<file path="src/rtl/nz_index_scheduler.sv">
// Nonzero index scheduler: walks a mask word and emits one absolute index
// per handshake, lowest set bit first, with a per-word completion pulse.
module nz_index_scheduler #(
    parameter int WIDTH = 16,
    parameter int IDX_W = 10
) (
    input  logic                     clk,
    input  logic                     rst,
    input  logic                     in_valid,
    input  logic [WIDTH-1:0]         in_mask,
    input  logic [IDX_W-1:0]         in_base,
    output logic                     in_ready,
    output logic                     out_valid,
    input  logic                     out_ready,
    output logic [IDX_W-1:0]         out_index,
    output logic                     out_last,
    output logic [$clog2(WIDTH)-1:0] out_rank,
    input  logic                     flush,
    output logic                     word_done,
    output logic [$clog2(WIDTH):0]   word_nnz
);

    localparam int LOG = $clog2(WIDTH);
    localparam int NW  = LOG + 1;
    localparam int NN  = 2 * WIDTH - 1;

    typedef enum logic {IDLE = 1'b0, SCAN = 1'b1} state_t;

    state_t           r_state;
    state_t           w_next;
    logic [WIDTH-1:0] r_mask;
    logic [IDX_W-1:0] r_base;
    logic [LOG-1:0]   r_rank;
    logic             r_done;
    logic [NW-1:0]    r_nnz;

    logic             w_nv [NN];
    logic [LOG-1:0]   w_np [NN];
    logic [LOG-1:0]   w_pos;
    logic             w_scan;
    logic             w_last;
    logic             w_hs;

    // Heap-ordered tree of 2-input detectors; the left child covers lower bits
    always_comb begin
        for (int i = 0; i < NN; i++) begin
            w_nv[i] = 1'b0;
            w_np[i] = '0;
        end
        for (int i = 0; i < WIDTH; i++) begin
            w_nv[WIDTH-1+i] = r_mask[i];
            w_np[WIDTH-1+i] = LOG'(i);
        end
        for (int n = WIDTH - 2; n >= 0; n--) begin
            w_nv[n] = w_nv[2*n+1] | w_nv[2*n+2];
            w_np[n] = w_nv[2*n+1] ? w_np[2*n+1] : w_np[2*n+2];
        end
    end

    assign w_pos  = w_np[0];
    assign w_scan = (r_state == SCAN);
    assign w_last = w_scan && ((r_mask & (r_mask - WIDTH'(1))) == '0);
    assign w_hs   = w_scan && out_ready;

    always_ff @(posedge clk or posedge rst) begin
        if (rst) r_state <= IDLE;
        else     r_state <= w_next;
    end

    always_comb begin
        w_next = r_state;
        unique case (r_state)
            IDLE: if (in_valid && (in_mask != '0)) w_next = SCAN;
            SCAN: if (flush || (out_ready && w_last)) w_next = IDLE;
            default: w_next = IDLE;
        endcase
    end

    always_comb begin
        in_ready  = ~w_scan;
        out_valid = w_scan;
    end

    always_ff @(posedge clk or posedge rst) begin
        if (rst) begin
            r_mask <= '0;
            r_base <= '0;
            r_rank <= '0;
            r_done <= 1'b0;
            r_nnz  <= '0;
        end else begin
            r_done <= 1'b0;
            if (!w_scan) begin
                if (in_valid && (in_mask != '0)) begin
                    r_mask <= in_mask;
                    r_base <= in_base;
                    r_rank <= '0;
                end else if (in_valid) begin
                    r_done <= 1'b1;
                    r_nnz  <= '0;
                end
            end else if (flush) begin
                // The index offered this cycle is not counted
                r_mask <= '0;
                r_done <= 1'b1;
                r_nnz  <= NW'(r_rank);
            end else if (w_hs) begin
                r_mask <= r_mask & ~(WIDTH'(1) << w_pos);
                r_rank <= r_rank + LOG'(1);
                if (w_last) begin
                    r_done <= 1'b1;
                    r_nnz  <= NW'(r_rank) + NW'(1);
                end
            end
        end
    end

    assign out_index = w_scan ? (r_base + IDX_W'(w_pos)) : '0;
    assign out_last  = w_last;
    assign out_rank  = r_rank;
    assign word_done = r_done;
    assign word_nnz  = r_nnz;

endmodule

</file>
<file path="config.mk">
export PLATFORM = sky130hd
export DESIGN_NAME = nz_index_scheduler
export DESIGN_NICKNAME = d
export VERILOG_FILES = /design/src/rtl/nz_index_scheduler.sv
export SDC_FILE = /design/constraint.sdc
export NUM_CORES = 1
export LEC_CHECK = 0
export CAP_MARGIN = 25
export CORE_MARGIN = 5
export CORE_UTILIZATION = 46
export CTS_CLUSTER_SIZE = 24
export DETAILED_ROUTE_END_ITERATION = 16
export PLACE_DENSITY = 0.76
export SLEW_MARGIN = 20
export SYNTH_ARGS = -nofsm -noshare
export SYNTH_HDL_FRONTEND = slang
export SYNTH_SLANG_ARGS = --single-unit
export TNS_END_PERCENT = 5
</file>
<file path="constraint.sdc">
create_clock -name clk -period 3.95 [get_ports clk]
set_input_delay 0.79 -clock clk [delete_from_list [all_inputs] [get_ports clk]]
set_output_delay 0.79 -clock clk [all_outputs]
set_load 0.005 [all_outputs]
</file>
# After elaboration in Yosys (flattened, before gate mapping)
# Index checks and enable logic that the tools add are counted.
[word_totals] register_bits=37 word_cells=83
[classes] n_addsub=4 n_bitwise=15 n_reduce_logical=13 shifts=1 n_mux=39 eq_ne=5
[ops] operator="$mux W16" n=4
[ops] operator="$and A16 B16 Y16" n=2
[ops] operator="$mux W5" n=6
[ops] operator="$mux W4" n=5
[ops] operator="$logic_not A16 Y1" n=1
[ops] operator="$mux W1" n=16
[ops] operator="$not A16 Y16" n=1
[ops] operator="$reduce_bool A16 Y1" n=1
[ops] operator="$shl A1 B4 Y16 const A" n=1
[ops] operator="$sub A16 B1 Y16 const B" n=1
[ops] operator="$or A1 B1 Y1" n=11
[ops] operator="$add A10 B4 Y10" n=1
[ops] operator="$mux W10" n=1
[ops] operator="$mux W2" n=4
[ops] operator="$mux W3" n=2
[ops] operator="$ne A3 B2 Y1 const B" n=2
[ops] operator="$add A4 B1 Y5 const B" n=1
[ops] operator="$add A4 B1 Y4 const B" n=1
[ops] operator="$logic_and A1 B1 Y1" n=4
[ops] operator="$ne A2 B2 Y1 const B" n=2
[ops] operator="$reduce_and A2 Y1" n=2
[ops] operator="$reduce_and A4 Y1" n=1
[ops] operator="$reduce_bool A2 Y1" n=2
[ops] operator="$reduce_and A3 Y1" n=1
[ops] operator="4 further kinds" n=4

# Logic depth before layout (Yosys ltp)
# Gate-level depths: netlist (run 1).
[depth] depth_word=10 ltp_mapped=15 mapped_depth_nobuf=13

# Worst setup path after synthesis (run 1)
# No wires, ideal clock.
[synth_path] path_type="reg2out" start="register r_mask[1]" end="output out_index[6]" path_buffers=3 arrival_ps=3191 path_slack_ps=-31 stages_incl_launch_ff=16 path_cell_list="dfrtp_1 -> buf_6 -> or4_4 -> buf_6 -> or3_4 -> buf_6 -> o21ai_4 -> inv_4 -> ha_1 -> fa_1 -> a21o_1 -> a21oi_1 -> nor2b_1 -> nand2_1 -> xor2_1 -> nor2_1"
[synth_between] elab_chain_len=6 word_cells_on_any_way=8 cone_classes="add/sub (1); mux (4); bitwise (3)"
[synth_lines] element="start: declaration" line="31" source="logic [WIDTH-1:0] r_mask;"
[synth_lines] element="start signal: assignment" line="95" source="r_mask <= in_mask;"
[synth_lines] element="start signal: assignment" line="108" source="r_mask <= r_mask & ~(WIDTH'(1) << w_pos);"
[synth_lines] element="$or A1 B1 Y1 *" line="55" source="w_nv[n] = w_nv[2*n+1] | w_nv[2*n+2];"
[synth_lines] element="$mux W2 or $or A1 B1 Y1 (tied branches)" line="56, 55"
[synth_lines] element="$mux W3 or $or A1 B1 Y1 (tied branches)" line="56, 55"
[synth_lines] element="$mux W4 *" line="56" source="w_np[n] = w_nv[2*n+1] ? w_np[2*n+1] : w_np[2*n+2];"
[synth_lines] element="$add A10 B4 Y10 *" line="118" source="assign out_index = w_scan ? (r_base + IDX_W'(w_pos)) : '0;"
[synth_lines] element="$mux W10 *" line="118"
[synth_lines] element="end: declaration" line="15" source="output logic [IDX_W-1:0] out_index,"
# Every way passes the cells marked *; elsewhere a longest branch is shown, timed or not.

# Final worst setup path (run 1)
[layout_path] start="register r_mask[11]" end="output out_index[6]"
[layout_between] elab_chain_len=6
[layout_lines] element="$or A1 B1 Y1 (2 in a row)" line="55"
[layout_lines] element="$mux W3" line="56"
[layout_lines] element="$mux W4" line="56"
[layout_lines] element="$add A10 B4 Y10" line="118"
[layout_lines] element="$mux W10" line="118"
# No other way between the ends.

==> run_results.csv, run 1 <==
group,metric,value,unit
worst_hold_path,hold_depth,1,
synthesis,yosys.area_share.simple,21.2,%
setup_path,start_kind,"flop",
floorplanning,core_region_area,5170,sq um
synthesis,synth.net_count,312,
setup_path,required,3160,ps
setup_path,setup.worst_path.end_class,"primary output",
power,pwr_density_cell,545,nW/um^2
finish,layout-drive-gt1-share,22.3,%
drt,drc_errors,0,
drt,dr.first_iter.drc_count,174,
placed_design,numPortBuffers,53,
finish,fin_util,65.7,%
sta,layout_worst_path_cycle_share,101,%
placed_design,gp_congestion,0.908,
drt,drt-pass1-iter-count,4,
cts,clk_latency,290,ps
finish,nets,390,
floorplanning,initial_core_util,48.0,%
synthesis,ys_seq_elements,37,
cts,cts.clk_slew.worst_paths,80,ps
synthesis,synth-edff-count,0,
grt,grt_pass1_wl,12000,um
worst_hold_path,holdCritStartpoint,"word_nnz[4]",
synthesis,async_flop_share,100,%
floorplanning,num_rows,26,
synthesis,ys_seq_area_share,37.3,%
power,vdd_drop_max,0.369,mV
setup_path,worstSetupPathType,"flop to primary output",
finish,regArea,926,sq um
cts,ctsLongestPathBuffers,2,
sta,slew_headroom,54.9,%
synthesis,synth_fa_ha_area_share,3.32,%
drt,ant_nets,0,
setup_path,reg2reg_depth,8,
synthesis,synthCells,275,
grt,grt_max_degree,38,
synthesis,synth_warnings,0,
setup_path,worstReg2RegEnd,"word_nnz[3]",
outcome,status,"finished, violations left",
cts,cts_tree,"built",
synthesis,synth_top_family_by_area,"compound AO/OA/AOI/OAI gates",
synthesis,ys.flop_type,"dfrtp_1",
synthesis,synth_cell_type_count,58,
grt,grt_antenna_before_repair,0,
synthesis,synth_top_area_share,37.3,%
sta,slew_violations,0,
floorplanning,dieWidth,83.5,um
sta,tightest_slew,674,ps
drt,drt-total-wl,7350,um
cts,cts_root_buf,"clkbuf_8",
synthesis,syn_area,2480,sq um
finish,multiInputGateArea,1500,sq um
setup_path,r2r_setup_slack,1160,ps
cts,cts_htree_levels,2,
floorplanning,ios,54,
grt,grt_util_all_layers,21.1,%
placed_design,hpwl,5410,um
grt,grt_overflow,0,
synthesis,synthTopCellsByCount,"37 x dfrtp_1, 24 x nor2_1, 23 x o21ai_0",
worst_hold_path,worstHoldPathType,"flop to flop",
synthesis,synthXorXnorAreaFrac,2.47,%
drt,vias,2487,
job,drv_cap,0,
setup_path,arrival,3220,ps
finish,fin_area,3400,sq um
floorplanning,die_h,83.5,um
finish,syn_to_final_growth,36.8,%
placed_design,placed_area,3250,sq um
sta,finalClockSkew,6.87,ps
floorplanning,dieArea,6970,sq um
setup_path,path_max_fanout,3,
synthesis,yosysMostFrequentCell,"dfrtp_1",
sta,hold_slack,519,ps
sta,timing.final.ws_setup,-57.7,ps
outcome,violations,"negative setup slack",
placed_design,pre_cts_slack,-180,ps
drt,wire_per_inst,17.3,um
finish,fillCellCount,433,
setup_path,critPathLaunch,"r_mask[11]",
sta,final-hold-violation-count,0,
drt,viasPerCell,5.87,
setup_path,timing.rr.start,"r_mask[11]",
synthesis,synth.mux.area_fraction,4.94,%
synthesis,synth_compound_area_share,26.2,%
synthesis,netlist_top_cells_area,"dfrtp_1 37%, a22o_1 6.0%, o21ai_0 4.6%, mux2_2 4.5%, nor2_1 3.6%",
synthesis,synth_top_cell_by_area,"dfrtp_1",
cts,cts.sinks,37,
cts,numCtsBuffers,5,
sta,setup-violations-final,2,
power,p_leak,0.00144,uW
sta,finalCriticalPeriod,4010,ps
sta,rsz0062_at_grt,"yes",
grt,grt_pass1_vias,2488,
worst_hold_path,min_to,"word_nnz[4]",
finish,diodes,0,
cts,cts-hold-fix-buffers,0,
synthesis,avgSynthCellArea,9.03,sq um
sta,fmax,250,MHz
-- layer usage --
layer / share of wire [%] / routed length (um) / track usage (%)
met1: 43 / 3180 / 27.0
met2: 47 / 3460 / 35.1
met3: 7.8 / 575 / 5.23
met4: 1.8 / 129 / 6.87
met5: 0 / 0 / 0
-- how the worst max path moves through the flow --
| stage | slack, ps | depth (start not counted) | end |
|---|---|---|---|
| floorplan | 40 | 15 | out_index[6] |
| global placement | -130 | 13 | out_index[6] |
| detailed placement | -180 | 13 | out_index[6] |
| CTS | -60 | 13 | out_index[6] |
| global route | -150 | 13 | out_index[6] |
| finish | -60 | 13 | out_index[6] |
-- worst max-delay path, cell delays in order, from the launching register on --
cell and delay, ps:
dfrtp_1 380, or4_4 540, or3_4 420, o21ai_4 170
inv_4 50, ha_4 160, fa_2 340, a21o_1 180
a21oi_2 170, nor2b_2 80, nand2_1 80, xor2_1 160
nor2_1 50, buf_2 140
-- logic make-up (layout without fill, tap and decap cells) --
group,Yosys count,after routing
flops,37,37
simple gates,101,101
buf+inv,24,103
compound gates,89,89
xor+xnor,7,7
fa+ha+maj,6,6
mux,11,11
-- cells in the final DEF, fill, tap and decap left out, types with 4 or more instances in the layout --
master / instances
nor3_1: 16
clkdlybuf4s50_1: 44
nor2b_1: 5
a22o_1: 17
and3_1: 4
dfrtp_1: 37
a21o_1: 4
buf_2: 4
mux2_2: 10
nand3_1: 7
clkbuf_8: 5
inv_1: 8
nor4_1: 4
o21ai_0: 23
nor2_1: 24
and2_1: 4
xor2_1: 4
o31ai_1: 4
ha_1: 4
a21oi_1: 11
nand2_1: 20
buf_4: 29
-- layout make-up --
class | count | area share, %
Multi-Input combinational cell | 214 | 44.1
Sequential cell | 37 | 27.2
Timing Repair Buffer | 84 | 22.2
Tap cell | 70 | 2.58
Clock buffer | 5 | 2.03
Inverter | 11 | 1.29
Clock inverter | 3 | 0.515
-- state kept, by name, summed over array words and instances, names as in the netlist --
name and flops:
word_nnz 5, word_done 1, r_mask 16, out_valid 1
r_base 10, out_rank 4
-- through the flow --
stage	power [uW]	std cells	setup TNS (ps)
finish	1850	424	-93.8
global route	1970	424	-616
CTS	1820	422	-123
detailed placement	1530	413	-797
global placement	1510	412	-385
floorplan	1110	275	0
-- report_power, final --
part	internal (uW)	switching, uW	leakage, uW
logic	521	505	0.000928
clock network	122	142	0.0000439
registers	465	96.7	0.000471
-- timing repair --
action	in CTS	in global routing
endpoints found under the hold margin	0	0
pin swaps	11	8
gates cloned	0	0
buffers inserted	1	2
resized for setup	31	6
setup endpoints to repair	9	7
Power figures use the tool's default switching activity.
==> run 2, diff against run 1 <==
--- a/config.mk
+++ b/config.mk
@@ -5,12 +5,14 @@
 export SDC_FILE = /design/constraint.sdc
 export NUM_CORES = 1
 export LEC_CHECK = 0
+export ABC_AREA = 1
 export CAP_MARGIN = 25
 export CORE_MARGIN = 5
-export CORE_UTILIZATION = 46
+export CORE_UTILIZATION = 51
+export CTS_CLUSTER_DIAMETER = 100
 export CTS_CLUSTER_SIZE = 24
 export DETAILED_ROUTE_END_ITERATION = 16
-export PLACE_DENSITY = 0.76
+export PLACE_DENSITY = 0.8
 export SLEW_MARGIN = 20
 export SYNTH_ARGS = -nofsm -noshare
 export SYNTH_HDL_FRONTEND = slang
==> constraint.sdc (replaced) <==
create_clock -name clk -period 4 [get_ports clk]
set_input_delay 0.8 -clock clk [delete_from_list [all_inputs] [get_ports clk]]
set_output_delay 0.8 -clock clk [all_outputs]
set_load 0.005 [all_outputs]
==> run_results.csv, run 2 <==
group,metric,value,unit
outcome,status,"completed",
floorplanning,num_rows,25,
synthesis,yosysMostFrequentCell,"nand2_1",
floorplanning,initial_core_util,53.1,%
synthesis,synth.mux.area_fraction,0,%
power,power_frac_seq,28.1,%
worst_hold_path,worstHoldPathType,"flop to flop",
power,swShare,48.2,%
setup_path,critPathLaunch,"r_mask[6]",
sta,timing.final.ws_setup,191,ps
grt,grt_util_all_layers,22.3,%
finish,diodes,0,
setup_path,cp.depth,17,
setup_path,reg2reg_depth,10,
setup_path,r2r_setup_slack,1940,ps
synthesis,ys.flop_type,"dfrtp_1",
sta,hold_slack,475,ps
synthesis,yosys.area_share.simple,34.4,%
cts,cts.clk_slew.worst_paths,80,ps
finish,nets,454,
setup_path,path_max_fanout,7,
power,power.internal,1290,uW
cts,numCtsBuffers,5,
setup_path,cp_cell_sequence,"nor2_2 -> nand2_2 -> nor2_8 -> inv_2 -> o2111ai_1 -> o21ai_1 -> ha_2 -> fa_1 -> nand2_1 -> inv_1 -> o21ai_1 -> nand2_1 -> nand2_2 -> inv_1 -> a21oi_1 -> nor3_1 -> dlygate4sd2_1",
sta,fin_tns_setup,0,ps
sta,setup-violations-final,0,
placed_design,gp_congestion,0.988,
power,pwr_density_cell,761,nW/um^2
synthesis,netlist_top_cells_area,"dfrtp_1 37%, nand2_1 16%, inv_1 6.3%, nor2_1 4.9%, o21ai_0 4.8%",
synthesis,synth.net_count,395,
placed_design,pre_cts_slack,225,ps
finish,fin_util,68.7,%
power,p_clk_share,11.2,%
placed_design,hpwl,4800,um
floorplanning,dieArea,6450,sq um
finish,largest_register_ffs,16,
drt,drt-total-wl,6730,um
synthesis,async_flop_share,100,%
floorplanning,core_region_area,4750,sq um
drt,wl_met3,523,um
sta,tightest_slew,547,ps
grt,grt_pass1_vias,2609,
synthesis,synth_compound_area_share,15.5,%
synthesis,synth_top_family_by_area,"simple AND/OR/NAND/NOR gates",
synthesis,synthTopCellsByCount,"109 x nand2_1, 42 x inv_1, 37 x dfrtp_1",
cts,cts_htree_levels,2,
synthesis,synth_top_cell_by_area,"dfrtp_1",
finish,final_common_cell,"nand2_1",
synthesis,synthCells,358,
setup_path,timing.rr.start,"out_valid",
sta,finalCriticalPeriod,3810,ps
synthesis,avgSynthCellArea,7.05,sq um
floorplanning,ios,54,
sta,rsz0062_at_grt,"yes",
power,p_leak,0.00161,uW
cts,cts.sinks,37,
sta,slew_headroom,63.5,%
synthesis,synth_warnings,0,
drt,vias,2513,
drt,drt-pass1-iter-count,4,
grt,grt_max_degree,38,
sta,final-hold-violation-count,0,
grt,grt_antenna_before_repair,0,
drt,route.met2.wl,3200,um
sta,fmax,263,MHz
synthesis,synth-edff-count,0,
finish,layout-drive-gt1-share,14.4,%
finish,layout_common_cells,"108 x nand2_1, 50 x clkdlybuf4s50_1, 42 x inv_1, 36 x dfrtp_1, 28 x nor2_1",
synthesis,ys_seq_elements,37,
synthesis,synth_cell_type_count,34,
floorplanning,dieWidth,80.3,um
setup_path,crit_family,"simple AND/OR/NAND/NOR gates",
floorplanning,die_h,80.3,um
placed_design,numPortBuffers,53,
setup_path,worstReg2RegEnd,"r_mask[14]",
power,p_switching,1200,uW
job,drv_cap,0,
cts,ctsLongestPathBuffers,2,
setup_path,start_kind,"flop",
setup_path,setup.worst_path.end_class,"primary output",
drt,drc_errors,0,
drt,wire_per_inst,13.9,um
sta,finalClockSkew,5.55,ps
synthesis,synthXorXnorAreaFrac,0.694,%
grt,grt_overflow,0,
synthesis,syn_area,2520,sq um
sta,layout_worst_path_cycle_share,95.2,%
cts,clk_latency,300,ps
drt,ant_nets,0,
cts,cts_root_buf,"clkbuf_8",
setup_path,cp-endpoint,"out_index[8]",
setup_path,arrival,3010,ps
setup_path,slowest_stage,"dfrtp_2",
drt,highest_layer,"met4",
sta,slew_violations,0,
grt,grt_pass1_wl,11300,um
setup_path,required,3200,ps
power,vdd_drop_max,0.547,mV
synthesis,synth_top_area_share,36.7,%
setup_path,crit_path_max_incr_delay,460,ps
synthesis,synth_fa_ha_area_share,3.27,%
drt,dr.first_iter.drc_count,248,
drt,wl_met1,2880,um
power,combPwrFrac,60.8,%
finish,top_register,"r_mask",
finish,syn_to_final_growth,29.6,%
cts,cts_tree,"built",
drt,viasPerCell,5.18,
synthesis,ys_seq_area_share,36.7,%
setup_path,path_buf_inv,4,
setup_path,worstSetupPathType,"flop to primary output",
[run 2: cell count changes after synthesis, moves of 5 or more]
| cell | before | now |
|---|---|---|
| nor2_1 | 24 | 33 |
| o21ai_2 | 0 | 9 |
| inv_2 | 0 | 8 |
| a22o_1 | 17 | 0 |
| inv_1 | 10 | 42 |
| mux2_2 | 10 | 0 |
| nor3_1 | 16 | 9 |
| nand2_1 | 20 | 109 |
| clkbuf_1 | 10 | 5 |
| nand3_1 | 8 | 16 |
| nor2b_1 | 6 | 0 |
[run 2: worst min-delay path by stage]
| stage | start | end | depth (start not counted) |
|---|---|---|---|
| 2_1_floorplan | r_base[0] | r_base[0] | 2 |
| 3_3_place_gp | word_nnz[2] | word_nnz[2] | 2 |
| 3_5_place_dp | word_nnz[2] | word_nnz[2] | 2 |
| 4_1_cts | word_nnz[2] | word_nnz[2] | 2 |
| 5_1_grt | word_nnz[4] | word_nnz[4] | 2 |
| 6_report | word_nnz[2] | word_nnz[2] | 2 |
[run 2: layout make-up]
class                   count  area, sq um
well taps                  67         83.8
flip-flops and latches     37          927
inverters                  50          188
fillers                   409         1490
multi-input cells         262         1390
clock inverters             3         22.5
repair buffers             61          591
clock buffers               5         68.8
[run 2: per-stage QoR]
step	instances	instance area, sq um	power (uW)
finish	485	3270	2490
global route	485	3270	2700
floorplan	358	2520	1610
CTS	484	3240	2440
global placement	472	3110	2080
detailed placement	472	3110	2110
[run 2: worst reg2reg max path, stage by stage, from the launching register on]
cell and delay [ps]:
dfrtp_1 390, inv_2 420, nor2_8 100, inv_2 90, or2_1 140, o21ai_2 70
inv_2 70, nand2_4 90, inv_2 340, o21ai_0 200, o21ai_2 80
[run 2: power by group through the flow]
stage	combinational (uW)	clock [uW]	sequential [uW]
after global routing	1680	297	722
final	1510	277	698
after CTS	1470	281	690
after detailed placement	1410	0	692
after global placement	1390	0	689
after floorplan	952	0	663
[run 2: metal layers]
layer | up-vias | GRT usage [%]
li1 | 1277 | -
met1 | 1140 | 27.0
met2 | 85 | 37.8
met3 | 11 | 5.61
met4 | 0 | 8.95
met5 | - | 0
[run 2: timing repair]
| item | 4_1_cts | 5_1_grt |
|---|---|---|
| hold buffers | 0 | 0 |
| resized for setup | 8 | 8 |
| buffers inserted | 4 | 1 |
| setup endpoints to repair | 3 | 6 |
| pin swaps | 3 | 4 |
[run 2: cell families after synthesis]
family,after synthesis
adders and majority gates,6
xor gates and xnor gates,2
AOI/OAI and AO/OA,64
buffers and inverters,59
and+or+nand+nor,190
DFF,37
==> run 3, diff against run 2 <==
--- a/config.mk
+++ b/config.mk
@@ -9,6 +9,7 @@
 export CAP_MARGIN = 25
 export CORE_MARGIN = 5
 export CORE_UTILIZATION = 51
+export CTS_BUF_LIST = sky130_fd_sc_hd__clkbuf_16
 export CTS_CLUSTER_DIAMETER = 100
 export CTS_CLUSTER_SIZE = 24
 export DETAILED_ROUTE_END_ITERATION = 16
==> constraint.sdc (replaced) <==
create_clock -name clk -period 4.3 [get_ports clk]
set_input_delay 0.86 -clock clk [delete_from_list [all_inputs] [get_ports clk]]
set_output_delay 0.86 -clock clk [all_outputs]
set_load 0.005 [all_outputs]
==> run_results.csv, run 3 (same netlist as run 2, synthesis figures left out) <==
group,metric,value,unit
finish,nets,448,
setup_path,required,3440,ps
drt,ant_nets,0,
placed_design,numPortBuffers,53,
finish,final_common_cell,"nand2_1",
sta,fin_tns_setup,0,ps
finish,largest_register_ffs,16,
finish,multiInputGateArea,1380,sq um
sta,fmax,247,MHz
cts,numCtsBuffers,5,
drt,viasPerCell,5.47,
drt,drt-total-wl,6980,um
placed_design,pre_cts_slack,456,ps
grt,use_met1,27.2,%
setup_path,crit_family,"buffers and inverters",
sta,tightest_slew,661,ps
worst_hold_path,worstHoldPathType,"flop to flop",
sta,slew_headroom,55.8,%
setup_path,cp_cell_sequence,"nor2_2 -> inv_1 -> nor2_2 -> inv_1 -> o221ai_2 -> o21ai_1 -> ha_1 -> fa_1 -> nand2_1 -> inv_1 -> o21ai_0 -> nand2_1 -> nand2_2 -> inv_1 -> a21oi_1 -> nor2_1 -> clkdlybuf4s50_1",
setup_path,worstSetupPathType,"flop to primary output",
floorplanning,num_rows,25,
grt,grt_pass1_vias,2747,
grt,top_usage_layer,"met2",
floorplanning,dieWidth,80.3,um
cts,cts_tree,"built",
placed_design,gp_congestion,0.989,
setup_path,setup.worst_path.end_class,"primary output",
finish,diodes,0,
drt,vias,2621,
setup_path,start_kind,"flop",
setup_path,arrival,3190,ps
cts,ctsLongestPathBuffers,2,
floorplanning,dieArea,6450,sq um
outcome,status,"completed",
sta,finalCriticalPeriod,4050,ps
finish,fillCellCount,407,
cts,cts.clk_slew.worst_paths,60,ps
grt,grt_max_degree,38,
finish,top_register,"r_mask",
cts,cts.sinks,37,
cts,cts-hold-fix-buffers,0,
placed_design,hpwl,4970,um
sta,layout_worst_path_cycle_share,94.3,%
finish,layout_common_cells,"108 x nand2_1, 51 x clkdlybuf4s50_1, 42 x inv_1, 35 x dfrtp_1, 29 x nor2_1",
power,pwr_density_cell,747,nW/um^2
drt,wire_per_inst,14.6,um
sta,rsz0062_at_grt,"yes",
setup_path,path_max_fanout,4,
grt,use_met2,38.8,%
finish,layout-drive-gt1-share,12.6,%
cts,cts_htree_levels,2,
cts,clk_latency,280,ps
grt,grt_antenna_before_repair,0,
sta,setup-violations-final,0,
finish,regArea,928,sq um
grt,grtUsageMet3,6.17,%
setup_path,path_buf_inv,5,
sta,hold_slack,468,ps
grt,grt_pass1_wl,11900,um
drt,drc_errors,0,
grt,grt_overflow,0,
sta,slew_violations,0,
floorplanning,initial_core_util,53.1,%
setup_path,crit_top_cell,"inv_1",
sta,final-hold-violation-count,0,
finish,fin_area,3300,sq um
drt,dr.first_iter.drc_count,213,
job,drv_cap,0,
floorplanning,ios,54,
finish,fin_util,69.5,%
drt,drt-pass1-iter-count,4,
cts,cts_root_buf,"clkbuf_16",
sta,timing.final.ws_setup,247,ps
sta,finalClockSkew,3.62,ps
power,p_leak,0.00162,uW
setup_path,slowest_stage,"clkdlybuf4s50_1",
floorplanning,die_h,80.3,um
cts,cts_setup_buffers,0,
grt,grt_util_all_layers,23.3,%
floorplanning,core_region_area,4750,sq um
setup_path,crit_path_max_incr_delay,440,ps
power,vdd_drop_max,0.421,mV
placed_design,placed_area,3100,sq um
finish,syn_to_final_growth,31.0,%
-- run 3: worst paths after layout --
check	slack [ps]	cells past startpoint	to	from
min	470	2	word_nnz[2]	word_nnz[2]
min in group asynchronous	1000	3	out_rank[1]	rst
max in group asynchronous	2930	3	r_mask[2]	rst
max	250	17	out_index[6]	r_mask[9]
min reg2reg	470	2	word_nnz[2]	word_nnz[2]
max reg2reg	2220	10	r_mask[14]	out_valid
-- run 3: what timing repair did --
item / 4_1_cts / 5_1_grt
hold endpoints to repair: 0 / 0
endpoints found under the setup margin: 0 / 3
gates resized for setup: 0 / 12
-- run 3: routing by layer --
layer	wire length (um)	vias up
met5	0	-
met2	3390	129
met3	539	27
li1	-	1263
met1	2790	1202
met4	250	0
-- run 3: power by group --
group | internal (uW) | switching [uW] | leakage (uW)
Clock | 275 | 154 | 0.0000800
Combinational | 560 | 822 | 0.00107
Sequential | 494 | 162 | 0.000473
-- run 3: cell type report --
| type | instances | share of cell area (%) |
|---|---|---|
| inverter | 50 | 5.68 |
| sequential | 37 | 28.1 |
| tap | 67 | 2.54 |
| timing repair buffer | 55 | 16.7 |
| clock buffer | 5 | 3.79 |
| clock inverter | 3 | 1.40 |
| multi-input combinational | 262 | 41.8 |
-- run 3: worst min-delay path, stage by stage (launching register included) --
cell and delay (ps):
dfrtp_1 340, nand2_1 50, nand2_1 40
-- run 3: stage by stage --
stage / total power, uW / cells
2_1_floorplan: 1500 / 358
3_3_place_gp: 1940 / 471
3_5_place_dp: 1970 / 471
4_1_cts: 2430 / 479
5_1_grt: 2660 / 479
6_report: 2470 / 479
==> patch 1: new RTL, config.mk and constraints of run 3 <==
Reset style: synchronous (`rst`), changed in 2 clocked blocks.
--- a/src/rtl/nz_index_scheduler.sv
+++ b/src/rtl/nz_index_scheduler.sv
@@ -62,7 +62,7 @@
     assign w_last = w_scan && ((r_mask & (r_mask - WIDTH'(1))) == '0);
     assign w_hs   = w_scan && out_ready;
 
-    always_ff @(posedge clk or posedge rst) begin
+    always_ff @(posedge clk) begin
         if (rst) r_state <= IDLE;
         else     r_state <= w_next;
     end
@@ -81,7 +81,7 @@
         out_valid = w_scan;
     end
 
-    always_ff @(posedge clk or posedge rst) begin
+    always_ff @(posedge clk) begin
         if (rst) begin
             r_mask <= '0;
             r_base <= '0;
Formal check against the unedited RTL: differs if rst is asserted again (counterexample within 4 cycles, from zero or initial values and one cycle with rst high); with rst held inactive, the same outputs for 4 cycles.
==> patch 1 against run 3 <==
  * Wire length down 5.7%
  * Sequential share of layout area down 3.9 points
  * Fmax up 1.1%
  * Critical path depth fell by 3
  * Sequential cell count stayed put
  * Hold slack got worse by 0.018 ns
  * Area after synthesis is 5.4% lower
  * Die area fell by 4.7%
  * Setup slack gained 0.043 ns
  * Final area fell by 7.2%
  * Critical endpoint is now out_index[8]
Power is not compared: it rests on default switching activity, and its combinational part moved more than twofold at a synthesized area within 25%.
==> patch 1: results (changes against run 3) <==
| Metric | Value |
|---|---|
| Fillers | `402 (was 407)` |
| Clock skew | `0.00384 ns (was 0.00362 ns)` |
| Slew margin rel. | `0.471 (was 0.558)` |
| Worst Path Max Fanout | `5 (was 4)` |
| Cell area after placement | `2900 um^2 (was 3100 um^2)` |
| R2R cell count | `8 (was 10)` |
| Met1 usage in global routing | `0.272 (about the same)` |
| Critical path's largest stage delay | `0.53 ns (was 0.44 ns)` |
| Syn nets | `403 (was 395)` |
| Crit path DAT | `3.15 ns (was 3.19 ns)` |
| Hold Path Origin | `r_base[2]$_SDFFE_PP0P_ (was word_nnz[2]$_DFFE_PP0P_)` |
| Final nets | `447 (was 448)` |
| Vias in the first global route | `2,416 (was 2,747)` |
| Logic inverters | `32 (was 50)` |
| Final RePlAce weighted congestion | `0.920 (was 0.989)` |
| Routed vias | `2,551 (was 2,621)` |
| Post-DP HPWL | `4720 um (was 4970 um)` |
| Largest net degree at the start of global routing | `43 (was 38)` |
| Top cells by area, synth | `dfxtp_1 (31%), nand2_1 (13%), a21oi_1 (10%) (was dfrtp_1 (37%), nand2_1 (16%), inv_1 (6.3%))` |
| Count of cell types in the netlist | `36 (was 34)` |
| Layout cell share with drive strength beyond 1 | `0.0681 (was 0.126)` |
| Layout area overhead | `28.5% (was 31.0%)` |
| #MultiIn Comb | `279 (was 262)` |
| Status | `completed (unchanged)` |
| Hold EP | `r_base[2]$_SDFFE_PP0P_ (was word_nnz[2]$_DFFE_PP0P_)` |
| Via/cell ratio | `5.51 (was 5.47)` |
| Routed wire length | `6580 um (was 6980 um)` |
| Register Area | `741 um^2 (was 928 um^2)` |
| Placed cell count | `455 (was 471)` |
| Worst setup startpoint | `r_mask[10]$_SDFFE_PP0P_ (was r_mask[9]$_DFFE_PP0P_)` |
| Post-Place Setup Slack | `0.592 ns (was 0.456 ns)` |
| Synth Area per Inst | `6.52 um^2 (was 7.05 um^2)` |
| Post-synth top cells | `nand2_1 (84), a21oi_1 (48), dfxtp_1 (37) (was nand2_1 (109), inv_1 (42), dfrtp_1 (37))` |
| First-pass GRT wire length | `11,000 um (was 11,900 um)` |
| Final critical-path share of the clock period | `0.933 (was 0.943)` |
| R2r startpoint | `out_valid$_SDFF_PP0_ (was out_valid$_DFF_PP0_)` |
| Met3 usage | `0.0481 (was 0.0617)` |
| Gr usage total | `0.219 (was 0.233)` |
| Clk tree area frac | `0.0530 (was 0.0519)` |
| R2r endpoint | `word_nnz[1]$_SDFFE_PP0P_ (was r_mask[14]$_DFFE_PP0P_)` |
| WL met2 | `3210 um (was 3390 um)` |
| Root Driver | `clkbuf_16 (unchanged)` |
| Register area share after synthesis | `0.310 (was 0.367)` |
| Starting DRT DRC Count | `176 (was 213)` |
| Post-route cell area | `3070 um^2 (was 3300 um^2)` |
| Wl on met1 | `2810 um (was 2790 um)` |
==> patch 1: cell count changes in the layout (fill, tap and decap cells not counted), moves of 7 or more <==
cell / change
dfxtp_1: +37
a21oi_1: +35
dfrtp_1: -35
nand2_1: -24
inv_1: -12
nand3_1: +11
o21ai_2: -8
o31ai_1: +7
==> patch 1: cells by family (layout without fill, tap and decap cells) <==
| group | count (synthesis) | count (layout) | share of synthesized area |
|---|---|---|---|
| xor gates and xnor gates | 2 | 2 | 0.00734 |
| and+or+nand+nor | 178 | 178 | 0.339 |
| DFF | 37 | 37 | 0.310 |
| adders and majority gates | 6 | 6 | 0.0346 |
| buffers and inverters | 50 | 95 | 0.0902 |
| AOI/OAI and AO/OA | 93 | 93 | 0.218 |
==> patch 1: tightest hold or removal path, stage by stage (launching register included) <==
cell,delay [ns]
dfxtp_1,0.31
inv_1,0.05
a21oi_1,0.05
==> patch 2: new RTL, settings of run 3 <==
Made on the original files. Change the parameter `IDX_W` from 10 to 12.
--- a/src/rtl/nz_index_scheduler.sv
+++ b/src/rtl/nz_index_scheduler.sv
@@ -2,7 +2,7 @@
 // per handshake, lowest set bit first, with a per-word completion pulse.
 module nz_index_scheduler #(
     parameter int WIDTH = 16,
-    parameter int IDX_W = 10
+    parameter int IDX_W = 12
 ) (
     input  logic                     clk,
     input  logic                     rst,
Interface: changed (resized in_base and out_index); port bits go from 54 to 58. No check against the original RTL was run, so the function may have changed too.
==> patch 2 against run 3 <==
  * Final area is 4.3% higher
  * Cell count is 5.4% higher
  * Largest power group unchanged
  * Area after synthesis rose by 1.5%
  * Highest routed layer unchanged
  * Fmax grew 0.69%
  * Setup slack better by 0.028 ns
  * Die area increased by 1.3%
  * Critical path type unchanged
  * Sequential cell count rose by 2
  * Wire length increased by 2.5%
  * Total power grew 5.4%
==> patch 2: results (changes against run 3) <==
| Metric | Value |
|---|---|
| Synth Area per Inst | `6.92 um^2 (was 7.05 um^2)` |
| Iteration count of the initial detailed-routing pass | `7 (was 4)` |
| Slew margin rel. | `0.618 (was 0.558)` |
| Die ar. | `6540 um^2 (was 6450 um^2)` |
| Final Non-Filler Cells | `505 (was 479)` |
| Buffers on Ports | `57 (was 53)` |
| Post-CTS setup repair buffer count | `2 (was 0)` |
| Post-DP HPWL | `5160 um (was 4970 um)` |
| Peak supply drop | `0.523 mV (was 0.421 mV)` |
| Register area share after synthesis | `0.381 (was 0.367)` |
| Synth Area in Adders | `0.0323 (was 0.0327)` |
| Met1 usage in global routing | `0.316 (was 0.272)` |
| Leakage power | `1.73 nW (was 1.62 nW)` |
| Gr usage total | `0.227 (was 0.233)` |
| WL met2 | `3230 um (was 3390 um)` |
| Post-Place Setup Slack | `0.310 ns (was 0.456 ns)` |
| #MultiIn Comb | `260 (was 262)` |
| Largest net degree at the start of global routing | `40 (was 38)` |
| Non-clk buf share | `0.191 (was 0.167)` |
| Clk tree area frac | `0.0399 (was 0.0519)` |
| Logic inverters | `63 (was 50)` |
| Sink Count | `39 (was 37)` |
| Layout cell share with drive strength beyond 1 | `0.116 (was 0.126)` |
| Vias in the first global route | `2,551 (was 2,747)` |
| Post-Synth XOR/XNOR Area | `0.00684 (was 0.00694)` |
| Met2 GRT Util | `0.358 (was 0.388)` |
| Worst Path Max Fanout | `5 (was 4)` |
| R2R cell count | `9 (was 10)` |
| First-pass GRT wire length | `11,600 um (was 11,900 um)` |
| R2r setup slk | `2.08 ns (was 2.22 ns)` |
| Met3 WL | `550 um (was 539 um)` |
| Area of the multi-input gates | `1350 um^2 (was 1380 um^2)` |
| Critical path's largest stage delay | `0.52 ns (was 0.44 ns)` |
| Crit path DAT | `3.17 ns (was 3.19 ns)` |
| Power Internal | `1.40 mW (was 1.33 mW)` |
| Wl on met1 | `3270 um (was 2790 um)` |
| Family with the most delay on the worst path | `simple AND/OR/NAND/NOR gates (was buffers and inverters)` |
| F_max | `248 MHz (was 247 MHz)` |
| Fillers | `409 (was 407)` |
| Via/cell ratio | `5.31 (was 5.47)` |
| Count of cell types in the netlist | `32 (was 34)` |
| Syn nets | `409 (was 395)` |
| Starting DRT DRC Count | `284 (was 213)` |
| Sequential share of power | `0.257 (was 0.266)` |
| Psw | `1.20 mW (was 1.14 mW)` |
| Synth Area in Compound Gates | `0.142 (was 0.155)` |
| Register Area | `977 um^2 (was 928 um^2)` |
| Clock skew | `0.00713 ns (was 0.00362 ns)` |
| Cell area after placement | `3210 um^2 (was 3100 um^2)` |
| Met3 usage | `0.0443 (was 0.0617)` |
| Status | `completed (unchanged)` |
patch 2: changes by cell type in the layout (fill, tap and decap cells not counted), sizes merged, moves of 2 or more:
cell	run 3	this run
a21oi	13	25
inv	50	65
nand3	18	20
nor4	2	0
dfrtp	37	39
nand2	115	102
clkdlybuf4s50	51	55
o21ai	37	19
buf	2	11
o31ai	6	1
o22ai	4	18
nor2	40	46
nand4	5	11
nor3	9	6
patch 2: final timing paths:
path | endpoint
max in group asynchronous | r_mask[4]$_DFFE_PP0P_
setup reg to reg | r_mask[13]$_DFFE_PP0P_
hold reg to reg | word_nnz[0]$_DFFE_PP0P_
setup / recovery | out_index[6]
min in group asynchronous | r_base[11]$_DFFE_PP0P_
hold / removal | word_nnz[0]$_DFFE_PP0P_
patch 2: worst reg2reg max path, stage by stage, from the launching register on:
cell     delay, ns
dfrtp_1       0.64
inv_2         0.24
nor2_8        0.31
inv_2         0.10
nor2_1        0.15
inv_2         0.07
nand2_2       0.26
inv_1         0.16
nand2_1       0.10
o21ai_0       0.07
